## config.mk

```make
export PLATFORM = sky130hd
export DESIGN_NAME = alu_share_arbiter
export DESIGN_NICKNAME = d
export VERILOG_FILES = /design/src/rtl/alu_share_arbiter.sv
export SDC_FILE = /design/constraint.sdc
export NUM_CORES = 1
export LEC_CHECK = 0
export BUFFER_PORTS_ARGS = -buffer_cell sky130_fd_sc_hd__buf_2
export CAP_MARGIN = 20
export CORE_UTILIZATION = 38
export CTS_BUF_LIST = sky130_fd_sc_hd__clkbuf_16
export CTS_CLUSTER_SIZE = 12
export DETAILED_ROUTE_END_ITERATION = 12
export PLACE_DENSITY = 0.79
export SLEW_MARGIN = 25
export SYNTH_ARGS = -nofsm -noshare
export SYNTH_HDL_FRONTEND = slang
export SYNTH_SLANG_ARGS = --single-unit
```

## constraint.sdc

```tcl
create_clock -name CLK -period 2.24 [get_ports CLK]
set_clock_uncertainty 0.2 [all_clocks]
set_input_delay 0.336 -clock CLK [delete_from_list [all_inputs] [get_ports CLK]]
set_output_delay 0.336 -clock CLK [all_outputs]
set_load 0.005 [all_outputs]
```

## src/rtl/alu_share_arbiter.sv

```systemverilog
// -----------------------------------------------------------------------------
// alu_share_arbiter
//
// Shares one external combinational ALU between NREQ requesters. One operation
// is in flight at a time: IDLE grants a requester (round robin), EXEC gives the
// ALU one cycle on registered operands, RESP presents the captured result until
// the consumer takes it.
//
// Handshake rules (both sides):
//   - A transfer happens on a rising CLK edge where valid and ready are both 1.
//   - Request side: requester i holds req_valid[i] and its fields stable until
//     it sees req_ready[i]=1. req_ready is a one-hot pulse in IDLE only.
//   - Response side: rsp_valid and all rsp_* hold stable until rsp_ready=1.
//     rsp_ready has no effect while rsp_valid is 0.
//
// Ports:
//   CLK, rst_n        clock (rising edge), asynchronous active-low reset
//   req_valid/ready   per-requester request handshake (NREQ bits)
//   req_rs1/rs2       packed operands, requester i at [i*XLEN +: XLEN]
//   req_alu_ctrl/funct3 packed 3-bit controls, requester i at [i*3 +: 3]
//   req_funct7_5/sub  per-requester control bits
//   alu_*  (out)      registered operands/controls driving the ALU
//   alu_result/overflow (in) ALU outputs, captured at the end of EXEC
//   rsp_valid/ready   response handshake
//   rsp_id/result/overflow response payload
//   busy              state is not IDLE
//   dbg_state         current FSM state (0=IDLE, 1=EXEC, 2=RESP)
// -----------------------------------------------------------------------------
module alu_share_arbiter #(
  parameter int XLEN = 32,
  parameter int NREQ = 2,
  parameter int IDW  = (NREQ > 1) ? $clog2(NREQ) : 1
) (
  input  logic                 CLK,
  input  logic                 rst_n,
  input  logic [NREQ-1:0]      req_valid,
  output logic [NREQ-1:0]      req_ready,
  input  logic [NREQ*XLEN-1:0] req_rs1,
  input  logic [NREQ*XLEN-1:0] req_rs2,
  input  logic [NREQ*3-1:0]    req_alu_ctrl,
  input  logic [NREQ*3-1:0]    req_funct3,
  input  logic [NREQ-1:0]      req_funct7_5,
  input  logic [NREQ-1:0]      req_sub,
  output logic [XLEN-1:0]      alu_rs1,
  output logic [XLEN-1:0]      alu_rs2,
  output logic [2:0]           alu_ctrl,
  output logic [2:0]           alu_funct3,
  output logic                 alu_funct7_5,
  output logic                 alu_sub,
  input  logic [XLEN-1:0]      alu_result,
  input  logic                 alu_overflow,
  output logic                 rsp_valid,
  input  logic                 rsp_ready,
  output logic [IDW-1:0]       rsp_id,
  output logic [XLEN-1:0]      rsp_result,
  output logic                 rsp_overflow,
  output logic                 busy,
  output logic [1:0]           dbg_state
);

  typedef enum logic [1:0] {
    IDLE = 2'd0,
    EXEC = 2'd1,
    RESP = 2'd2
  } state_e;

  state_e          state_q, state_d;
  logic [IDW-1:0]  ptr_q, ptr_d;
  logic [IDW-1:0]  gnt_q, gnt_d;
  logic [XLEN-1:0] alu_rs1_q, alu_rs1_d;
  logic [XLEN-1:0] alu_rs2_q, alu_rs2_d;
  logic [2:0]      alu_ctrl_q, alu_ctrl_d;
  logic [2:0]      alu_funct3_q, alu_funct3_d;
  logic            alu_funct7_5_q, alu_funct7_5_d;
  logic            alu_sub_q, alu_sub_d;
  logic            rsp_valid_q, rsp_valid_d;
  logic [IDW-1:0]  rsp_id_q, rsp_id_d;
  logic [XLEN-1:0] rsp_result_q, rsp_result_d;
  logic            rsp_overflow_q, rsp_overflow_d;

  // Round-robin pick: the lowest valid index at or above ptr wins; if none,
  // wrap to the lowest valid index overall.
  logic           found_hi, found_any;
  logic [IDW-1:0] idx_hi, idx_any, gnt_idx;

  always_comb begin
    found_hi  = 1'b0;
    found_any = 1'b0;
    idx_hi    = '0;
    idx_any   = '0;
    for (int i = 0; i < NREQ; i++) begin
      if (req_valid[i] && !found_any) begin
        found_any = 1'b1;
        idx_any   = IDW'(i);
      end
      if (req_valid[i] && !found_hi && (IDW'(i) >= ptr_q)) begin
        found_hi = 1'b1;
        idx_hi   = IDW'(i);
      end
    end
    gnt_idx = found_hi ? idx_hi : idx_any;
  end

  // Selected requester fields (constant-index mux keeps widths explicit).
  logic [XLEN-1:0] sel_rs1, sel_rs2;
  logic [2:0]      sel_ctrl, sel_funct3;
  logic            sel_funct7_5, sel_sub;

  always_comb begin
    sel_rs1      = '0;
    sel_rs2      = '0;
    sel_ctrl     = '0;
    sel_funct3   = '0;
    sel_funct7_5 = 1'b0;
    sel_sub      = 1'b0;
    req_ready    = '0;
    for (int i = 0; i < NREQ; i++) begin
      if (gnt_idx == IDW'(i)) begin
        sel_rs1      = req_rs1[i*XLEN +: XLEN];
        sel_rs2      = req_rs2[i*XLEN +: XLEN];
        sel_ctrl     = req_alu_ctrl[i*3 +: 3];
        sel_funct3   = req_funct3[i*3 +: 3];
        sel_funct7_5 = req_funct7_5[i];
        sel_sub      = req_sub[i];
        req_ready[i] = (state_q == IDLE) && found_any;
      end
    end
  end

  // Next-state logic. All registers default to holding, so the alu_* port
  // stays quiet between grants.
  always_comb begin
    state_d        = state_q;
    ptr_d          = ptr_q;
    gnt_d          = gnt_q;
    alu_rs1_d      = alu_rs1_q;
    alu_rs2_d      = alu_rs2_q;
    alu_ctrl_d     = alu_ctrl_q;
    alu_funct3_d   = alu_funct3_q;
    alu_funct7_5_d = alu_funct7_5_q;
    alu_sub_d      = alu_sub_q;
    rsp_valid_d    = rsp_valid_q;
    rsp_id_d       = rsp_id_q;
    rsp_result_d   = rsp_result_q;
    rsp_overflow_d = rsp_overflow_q;
    case (state_q)
      IDLE: begin
        if (found_any) begin
          alu_rs1_d      = sel_rs1;
          alu_rs2_d      = sel_rs2;
          alu_ctrl_d     = sel_ctrl;
          alu_funct3_d   = sel_funct3;
          alu_funct7_5_d = sel_funct7_5;
          alu_sub_d      = sel_sub;
          gnt_d          = gnt_idx;
          state_d        = EXEC;
        end
      end
      EXEC: begin
        rsp_result_d   = alu_result;
        rsp_overflow_d = alu_overflow;
        rsp_id_d       = gnt_q;
        rsp_valid_d    = 1'b1;
        state_d        = RESP;
      end
      RESP: begin
        if (rsp_ready) begin
          rsp_valid_d = 1'b0;
          // Pointer advances past the owner only on completion; explicit wrap
          // handles non-power-of-2 NREQ.
          ptr_d   = (gnt_q == IDW'(NREQ - 1)) ? '0 : gnt_q + IDW'(1);
          state_d = IDLE;
        end
      end
      default: state_d = IDLE;
    endcase
  end

  always_ff @(posedge CLK or negedge rst_n) begin
    if (!rst_n) begin
      state_q        <= IDLE;
      ptr_q          <= '0;
      gnt_q          <= '0;
      alu_rs1_q      <= '0;
      alu_rs2_q      <= '0;
      alu_ctrl_q     <= '0;
      alu_funct3_q   <= '0;
      alu_funct7_5_q <= 1'b0;
      alu_sub_q      <= 1'b0;
      rsp_valid_q    <= 1'b0;
      rsp_id_q       <= '0;
      rsp_result_q   <= '0;
      rsp_overflow_q <= 1'b0;
    end else begin
      state_q        <= state_d;
      ptr_q          <= ptr_d;
      gnt_q          <= gnt_d;
      alu_rs1_q      <= alu_rs1_d;
      alu_rs2_q      <= alu_rs2_d;
      alu_ctrl_q     <= alu_ctrl_d;
      alu_funct3_q   <= alu_funct3_d;
      alu_funct7_5_q <= alu_funct7_5_d;
      alu_sub_q      <= alu_sub_d;
      rsp_valid_q    <= rsp_valid_d;
      rsp_id_q       <= rsp_id_d;
      rsp_result_q   <= rsp_result_d;
      rsp_overflow_q <= rsp_overflow_d;
    end
  end

  assign alu_rs1      = alu_rs1_q;
  assign alu_rs2      = alu_rs2_q;
  assign alu_ctrl     = alu_ctrl_q;
  assign alu_funct3   = alu_funct3_q;
  assign alu_funct7_5 = alu_funct7_5_q;
  assign alu_sub      = alu_sub_q;
  assign rsp_valid    = rsp_valid_q;
  assign rsp_id       = rsp_id_q;
  assign rsp_result   = rsp_result_q;
  assign rsp_overflow = rsp_overflow_q;
  assign busy         = (state_q != IDLE);
  assign dbg_state    = state_q;

endmodule

```

==> results of run 1 <==
synth_stat cells (2+ instances only):
cell type / n / share of area [%]
mux2_1: 29 / 6.8
nand2_1: 2 / 0.16
nand2b_1: 2 / 0.26
clkbuf_1: 7 / 0.55
nor2_1: 3 / 0.23
mux2_2: 5 / 1.2
buf_1: 3 / 0.23
buf_2: 7 / 0.73
o21ai_0: 3 / 0.31
o21a_1: 72 / 11
dfrtp_1: 111 / 58
buf_6: 15 / 3.5
a221o_1: 72 / 15
buf_4: 4 / 0.63
report_power, final:
group	leakage, nW	total (mW)	switching [mW]	internal, mW
Clock	0.133	1.45	0.706	0.745
Combinational	1.94	4.07	1.84	2.23
Sequential	1.35	3.57	0.566	3.01
state kept, by name, indices dropped and copies added, names as in the netlist, 2 cells and up:
| name | cells |
|---|---|
| alu_rs1 | 32 |
| alu_rs2 | 32 |
| rsp_result | 32 |
| alu_ctrl | 3 |
| alu_funct3 | 3 |
| dbg_state | 2 |
routing by layer:
metal,routed length (um),track usage [%],vias to the layer above
met2,7276,37.29,207
met1,5336,23.97,2067
met4,472,12.03,0
met5,0,0,-
li1,-,-,1942
met3,933,4.606,36
how the worst max path moves through the flow:
stage | start | end | slack [ns] | depth (start not counted)
after floorplan | dbg_state[1]$_DFFE_PN0P_ | alu_ctrl[0]$_DFFE_PN0N_ | 0.62 | 6
after global placement | dbg_state[1]$_DFFE_PN0P_ | req_ready[1] | 0.51 | 3
after detailed placement | dbg_state[1]$_DFFE_PN0P_ | alu_rs1[31]$_DFFE_PN0N_ | 0.46 | 4
after CTS | dbg_state[1]$_DFFE_PN0P_ | req_ready[1] | 0.11 | 3
after global routing | dbg_state[1]$_DFFE_PN0P_ | req_ready[1] | 0.03 | 3
final | dbg_state[1]$_DFFE_PN0P_ | req_ready[1] | 0.14 | 3
cell type report:
cell class / count / area [um^2]
Multi-Input combinational cell: 196 / 1758
Clock buffer: 9 / 225.2
Timing Repair Buffer: 323 / 1807
Fill cell: 1026 / 5336
Inverter: 2 / 7.507
Tap cell: 168 / 210.2
Sequential cell: 111 / 2778
Clock inverter: 7 / 40.04
stage by stage:
step	power, mW	setup slack (ns)	hold WS, ns
after floorplan	6.038	0.6180	-0.1596
after global placement	7.437	0.5070	0.01466
after detailed placement	7.674	0.4563	0.01885
after CTS	9.183	0.1102	0.001638
after global routing	9.695	0.03163	0.004048
final	9.099	0.1406	0.01559
worst max-delay path, delay by kind of cell, from the launching register on:
kind	cells	cell delay, ns
AND/OR/NAND/NOR	2	0.59
flip-flops	1	0.44
buffers and inverters	1	0.19
logic make-up after synthesis:
kind of cell,Yosys count,synth area share [%]
multiplexers,34,7.971
AO/OA/AOI/OAI,148,26.67
flip-flops,111,57.83
buffers and inverters,38,5.809
AND/OR/NAND/NOR,14,1.720
==> run metrics, run 1 <==
sequential area share after synthesis 57.83%; CTS resizes 0; worst-path cell chain nor2_2, and3_4, buf_2; Unique masters post-synth 24; Async S/R FF share, synth 100.0%; IO Port Bufs 293; n_diodes 0; Worst setup EP type output port; PD cells 1333 nW/um^2; worst setup path class reg -> out; chip width 114.4 um; initial antenna violation count 0; buffer count from post-CTS setup fixing 0; initial core utilization 39.50%; Core Box Area 12160 um^2; Final Cycle Share 93.72%; gpl congestion 0.7974; Placed Cells 780; 1st-iter DRT viols 255; max-slew violations 0; crit path max-delay cell type dfrtp_1; CTS root buf clkbuf_16; VDD IR max 0.6282 mV; clk slew on worst S/H paths 0.07 ns; FF-to-FF setup slack 0.44 ns; unrepaired setup endpoints after global routing false; worst min path class in -> reg; Synth Net Count 527; DR WL/cell 17.18 um; area post-placement 6360 um^2; status finished clean; drt total wl 14.02 mm; R2R Path Start dbg_state[1]$_DFFE_PN0P_; final setup violation count 0; Synth Register Bits 111; Final Util 56.12%; Gate Count Post-Synth 345; # H-tree levels 3; area grow syn2layout 42.09%; Worst Hold Path EP alu_ctrl[2]$_DFFE_PN0N_; setup_tns 0 ns; clk_lat worst skew 0.34 ns; Top Ports 294; first-pass GRT wire length 21.42 mm; total congestion overflow 0; Overall Global Routing Usage 21.27%; TritonCTS Buffers 9; Non-Filler Instances 816; layout net count 825; FMAX 476.3 MHz; Syn. warnings 0; max_cap viols 0; Worst Max-Slew Pin Slew 0.4794 ns; via/cell ratio 5.211; largest net degree at the start of global routing 66; # rows 40; DRT antenna net count 0; Startpoint Class register; EDFF count, synth 0; post-route cell area 6825 um^2; crit path max fanout 26; CP required 1.70 ns; clk buf depth 2; CTS tree yes; mean area per synthesized cell 13.92 um^2; Primary FF master, synth dfrtp_1; cell leakage power 3.424 nW; worst reg2reg endpoint alu_rs1[31]$_DFFE_PN0N_; Die Height 114.4 um; drt pass-1 iters 4; number of remaining DRC errors 0; Final Hold Vio Count 0; clock sinks 111; Cell Area, Synth 4803 um^2; DIE AREA 13090 um^2; Via Count 4252; commonest non-fill, non-tap cell in the layout buf_2; max_slew headroom 68.04%; vias in the first global route 4241; R2R depth 4; Worst Hold Launch req_alu_ctrl[2]; Largest stage delay, worst path 0.44 ns; Hold Crit Depth 2; commonest cells after routing, fill and taps aside 292 x buf_2, 111 x dfrtp_1, 72 x o21a_1, 72 x a221o_1, 29 x mux2_1; Critical Path AT 1.56 ns; CTS Hold Buffers Added 20; detailed-placement wirelength estimate 10.35 mm; share of layout cells above drive strength 1 50.46%; min Tclk post-route 2.099 ns
(Power assumes the default switching activity.)
==> run 2, diff against run 1 <==
- CORE_MARGIN: unset -> 4
- clock period: 2.24 -> 2.4 ns (I/O delays scaled with it)
==> run 2 against run 1 <==
Against the previous run:
- worst hold slack better by 0.0077 ns
- critical path depth unchanged
- cell area is 2.9% lower
- sequential power fell by 7.0%
- global-route usage down 1.5 points
- count of clock-buffer cells in the layout is the same
- total power down 6.1%
- flip-flop and latch count is the same
- first-iteration DRC count rose by 3.5%
- clock power up 3%
- register-to-register slack better by 0.11 ns
- largest cell class unchanged
- highest routed layer unchanged
==> run metrics, run 2 (synthesis results as in run 1) <==
gpl congestion 0.8158 (was 0.7974); CTS resizes 0 (unchanged); Largest stage delay, worst path 0.50 ns (was 0.44 ns); hold slack 0.02328 ns (was 0.01559 ns); Switching Fraction 34.26% (was 34.19%); largest net degree at the start of global routing 47 (was 66); detailed-placement wirelength estimate 11.10 mm (was 10.35 mm); Overall Global Routing Usage 19.77% (was 21.27%); Die Height 120.4 um (was 114.4 um); cell leakage power 3.340 nW (was 3.424 nW); # H-tree levels 3 (unchanged); final setup violation count 0 (unchanged); sum of buffers and inverters on the critical path 1 (unchanged); setup_tns 0 ns (unchanged); CTS root buf clkbuf_16 (unchanged); number of remaining DRC errors 0 (unchanged); vias in the first global route 4459 (was 4241); Final Util 54.28% (was 56.12%); IO Port Bufs 293 (unchanged); post-route cell area 6629 um^2 (was 6825 um^2); total congestion overflow 0 (unchanged); CTS tree yes (unchanged); Final Cycle Share 93.45%; Tot Pwr 8.544 mW (was 9.099 mW); Final WS setup 0.1572 ns (was 0.1406 ns); Startpoint Class register (unchanged); Worst setup EP type output port (unchanged); DR WL/cell 18.38 um (was 17.18 um); Reg area 2778 um^2 (unchanged); pre-CTS WS 0.5216 ns (was 0.4563 ns); area grow syn2layout 38.00% (was 42.09%); unrepaired setup endpoints after global routing false (unchanged); CP delay by family, top simple AND/OR/NAND/NOR gates (unchanged); DIE AREA 14500 um^2 (was 13090 um^2); Core Box Area 12210 um^2 (was 12160 um^2); sw power 2.927 mW (was 3.111 mW); area post-placement 6322 um^2 (was 6360 um^2); Via Count 4232 (was 4252); commonest cells after routing, fill and taps aside 292 x buf_2, 111 x dfrtp_1, 72 x o21a_1, 72 x a221o_1, 29 x mux2_1 (unchanged); buffer count from post-CTS setup fixing 0 (unchanged); min Tclk post-route 2.243 ns; 1st-iter DRT viols 264 (was 255); commonest non-fill, non-tap cell in the layout buf_2 (unchanged); clk slew on worst S/H paths 0.07 ns (about the same); layout net count 806 (was 825); drt total wl 14.65 mm (was 14.02 mm); clock sinks 111 (unchanged); Placed Cells 780 (unchanged); drt pass-1 iters 4 (unchanged); Worst Max-Slew Pin Slew 0.5114 ns (was 0.4794 ns); via/cell ratio 5.310 (was 5.211); CP required 1.84 ns (was 1.70 ns); worst-path cell chain nor2_2, and3_4, buf_2 (unchanged); status finished clean (unchanged); Internal 5.617 mW (was 5.988 mW); Critical Path AT 1.68 ns (was 1.56 ns); n_diodes 0 (unchanged); DRT antenna net count 0 (unchanged); Seq pwr share 38.8% (was 39.3%); Clock power frac 17.5% (was 16.0%); PD cells 1289 nW/um^2 (was 1333 nW/um^2); max-slew violations 0 (unchanged); worst setup path class reg -> out (unchanged); Top Ports 294 (unchanged); CTS Hold Buffers Added 1 (was 20); max_cap viols 0 (unchanged); initial antenna violation count 0 (unchanged); first-pass GRT wire length 23.12 mm (was 21.42 mm); FMAX 445.9 MHz; worst min path class in -> reg (unchanged); combinational power share 43.7% (was 44.8%); Non-Filler Instances 797 (was 816); crit path max fanout 36 (was 26); # rows 40 (unchanged); TritonCTS Buffers 9 (unchanged); chip width 120.4 um (was 114.4 um); share of layout cells above drive strength 1 52.31% (was 50.46%); clk_lat worst skew 0.35 ns (was 0.34 ns); area used by multi-input combinational logic 1758 um^2 (unchanged); initial core utilization 39.33% (was 39.50%); max_slew headroom 65.91% (was 68.04%); clk buf depth 2 (unchanged); crit path max-delay cell type and3_4 (was dfrtp_1); Final Hold Vio Count 0 (unchanged); VDD IR max 0.5280 mV (was 0.6282 mV); Fillers 1069 (was 1026)
## run 2: path summary, 6_finish.rpt
path | start | depth (start not counted) | slack, ns | endpoint
max | dbg_state[1]$_DFFE_PN0P_ | 3 | 0.16 | req_ready[1]
min | alu_result[18] | 2 | 0.02 | rsp_result[18]$_DFFE_PN0P_
max reg2reg | dbg_state[1]$_DFFE_PN0P_ | 4 | 0.55 | alu_rs1[18]$_DFFE_PN0N_
min reg2reg | rsp_result[11]$_DFFE_PN0P_ | 1 | 0.29 | rsp_result[11]$_DFFE_PN0P_
max in group asynchronous | rst_n | 3 | 0.89 | rsp_result[19]$_DFFE_PN0P_
min in group asynchronous | rst_n | 2 | 0.34 | ptr_q$_DFFE_PN0P_
## run 2: power by group through the flow
stage | Sequential, mW | Combinational [mW] | Clock [mW]
2_1_floorplan | 3.38 | 2.26 | 0
3_3_place_gp | 3.28 | 3.63 | 0
3_5_place_dp | 3.33 | 3.77 | 0
4_1_cts | 3.32 | 3.78 | 1.53
5_1_grt | 3.43 | 4.07 | 1.61
6_report | 3.32 | 3.73 | 1.50
## run 2: worst reg2reg max path, cell delays in order, from the launching register on
cell and delay, ns:
dfrtp_1 0.44, nor2_2 0.18, and3_4 0.50, buf_12 0.26
a221o_1 0.20
## run 2: cell type report
class / instances / share of cell area [%]
clock buffers: 9 / 3.398
well taps: 168 / 3.171
clock inverters: 7 / 1.076
inverters: 2 / 0.1133
repair buffers: 304 / 23.82
flip-flops and latches: 111 / 41.90
multi-input cells: 196 / 26.52
## run 2: per-layer routing
metal  GRT usage [%]  wire length (um)  part of all wire (%)
met1           23.63              5638                    38
met4           8.286               341                   2.3
met2           35.03              7727                    53
met5               0                 0                     0
met3           3.508               944                   6.4
==> run 3, diff against run 2 <==
- SETUP_SLACK_MARGIN: unset -> 0.3
==> run 3 against run 2 <==
Against the previous run:
- setup slack better by 0.24 ns
- cell count is 0.25% higher
- flip-flop and latch count stayed put
- worst hold slack worse by 0.00058 ns
- sequential power hardly changed
- die area stayed put
- fmax is 12% higher
- combinational power is 1% higher
- routed wire length is 2.6% higher
- global-route usage is 0.51 points higher
- critical path type unchanged
- critical endpoint is now busy
- largest cell class unchanged
- largest power group unchanged
==> run metrics, run 3 (synthesis results as in run 1) <==
status finished clean (unchanged); post-route cell area 6653 um^2 (was 6629 um^2); VDD IR max 0.5437 mV (was 0.5280 mV); PD cells 1293 nW/um^2 (was 1289 nW/um^2); Overall Global Routing Usage 20.28% (was 19.77%); area post-placement 6322 um^2 (unchanged); clock sinks 111 (unchanged); # H-tree levels 3 (unchanged); final setup violation count 0 (unchanged); Die Height 120.4 um (unchanged); 1st-iter DRT viols 251 (was 264); Via Count 4227 (was 4232); Non-Filler Instances 799 (was 797); min Tclk post-route 2.000 ns (was 2.243 ns); Fillers 1068 (was 1069); drt pass-1 iters 4 (unchanged); R2R Path Start ptr_q$_DFFE_PN0P_ (was dbg_state[1]$_DFFE_PN0P_); DRT antenna net count 0 (unchanged); area used by multi-input combinational logic 1770 um^2 (was 1758 um^2); clk buf depth 2 (unchanged); largest net degree at the start of global routing 47 (unchanged); CP endpoint busy (was req_ready[1]); R2R depth 5 (was 4); max-slew violations 0 (unchanged); Core Box Area 12210 um^2 (unchanged); Top Ports 294 (unchanged); hold slack 0.02270 ns (was 0.02328 ns); gpl congestion 0.8158 (unchanged); unrepaired setup endpoints after global routing false (unchanged); IO Port Bufs 293 (unchanged); share of layout cells above drive strength 1 52.46% (was 52.31%); setup_tns 0 ns (unchanged); worst setup path class reg -> out (unchanged); first-pass GRT wire length 23.58 mm (was 23.12 mm); max_slew headroom 65.61% (was 65.91%); DIE AREA 14500 um^2 (unchanged); Worst Max-Slew Pin Slew 0.5159 ns (was 0.5114 ns); Worst setup EP type output port (unchanged); commonest non-fill, non-tap cell in the layout buf_2 (unchanged); Final Cycle Share 83.33% (was 93.45%); # rows 40 (unchanged); Tot Pwr 8.599 mW (was 8.544 mW); max_cap viols 0 (unchanged); commonest cells after routing, fill and taps aside 292 x buf_2, 111 x dfrtp_1, 72 x o21a_1, 72 x a221o_1, 29 x mux2_1 (unchanged); clk_lat worst skew 0.35 ns (about the same); Placed Cells 780 (unchanged); Final Hold Vio Count 0 (unchanged); chip width 120.4 um (unchanged); FF-to-FF setup slack 0.46 ns (was 0.55 ns); Final Util 54.48% (was 54.28%); clk slew on worst S/H paths 0.07 ns (about the same); total congestion overflow 0 (unchanged); worst min path class in -> reg (unchanged); TritonCTS Buffers 9 (unchanged); drt total wl 15.04 mm (was 14.65 mm); DR WL/cell 18.82 um (was 18.38 um); CTS root buf clkbuf_16 (unchanged); gr busiest metal met2 (unchanged); Reg area 2778 um^2 (unchanged); grt met3 use 3.508% (unchanged); CP required 1.84 ns (about the same); initial core utilization 39.33% (unchanged); layout net count 808 (was 806); Critical Path AT 1.44 ns (was 1.68 ns); initial antenna violation count 0 (unchanged); FMAX 500.0 MHz (was 445.9 MHz); Final WS setup 0.4000 ns (was 0.1572 ns); crit path max fanout 39 (was 36); pre-CTS WS 0.5216 ns (unchanged); CTS tree yes (unchanged); worst reg2reg endpoint alu_rs1[18]$_DFFE_PN0N_ (unchanged); n_diodes 0 (unchanged); detailed-placement wirelength estimate 11.10 mm (unchanged); vias in the first global route 4505 (was 4459); via/cell ratio 5.290 (was 5.310); Startpoint Class register (unchanged); area grow syn2layout 38.50% (was 38.00%); CP startpoint dbg_state[1]$_DFFE_PN0P_ (unchanged); met1 Use GR 24.45% (was 23.63%); cell leakage power 3.353 nW (was 3.340 nW); number of remaining DRC errors 0 (unchanged); global routing usage on met2 35.87% (was 35.03%)
==> run 3: changes by cell type in the layout (fill, tap and decap cells not counted), sizes merged <==
cell	change
and3	+1
buf	+1
==> run 3: timing repair <==
item,4_1_cts,5_1_grt
buffers inserted,1,0
setup endpoints to repair,1,2
hold endpoints to repair,36,0
gates resized for setup,0,2
gates cloned,1,0
hold buffers,1,0
pin swaps,1,0
==> run 3: area by class of cell <==
type,count,share of cell area [%]
flip-flops and latches,111,41.75
clock buffers,9,3.385
well taps,168,3.160
inverters,2,0.1128
clock inverters,7,1.072
repair buffers,305,23.90
multi-input cells,197,26.61
==> run 3: critical path, stage by stage (launching register included) <==
cell and delay (ns):
dfrtp_1 0.47, nor2_4 0.09, inv_2 0.07, buf_6 0.27, buf_2 0.18
==> run 3: report_power, final <==
part / internal [mW] / leakage [nW] / switching, mW
Combinational: 2.02 / 1.86 / 1.76
Sequential: 2.81 / 1.35 / 0.515
Clock: 0.810 / 0.141 / 0.687
Total: 5.64 / 3.35 / 2.96
==> run 3: metal layers <==
| layer | vias up | routed length (um) |
|---|---|---|
| met4 | 0 | 272 |
| met3 | 19 | 907 |
| li1 | 1915 | - |
| met2 | 178 | 7973 |
| met1 | 2115 | 5886 |
| met5 | - | 0 |
==> run 3: worst min path at each step <==
stage / startpoint / end / slack [ns] / cells past startpoint
floorplan: rst_n / alu_ctrl[0]$_DFFE_PN0N_ / -0.14 / 0
global placement: rst_n / rsp_id$_DFFE_PN0P_ / 0.16 / 1
detailed placement: rst_n / gnt_q$_DFFE_PN0N_ / 0.17 / 1
CTS: alu_result[21] / rsp_result[21]$_DFFE_PN0P_ / 0.01 / 2
global route: alu_result[6] / rsp_result[6]$_DFFE_PN0P_ / 0.009 / 2
finish: alu_result[18] / rsp_result[18]$_DFFE_PN0P_ / 0.02 / 2
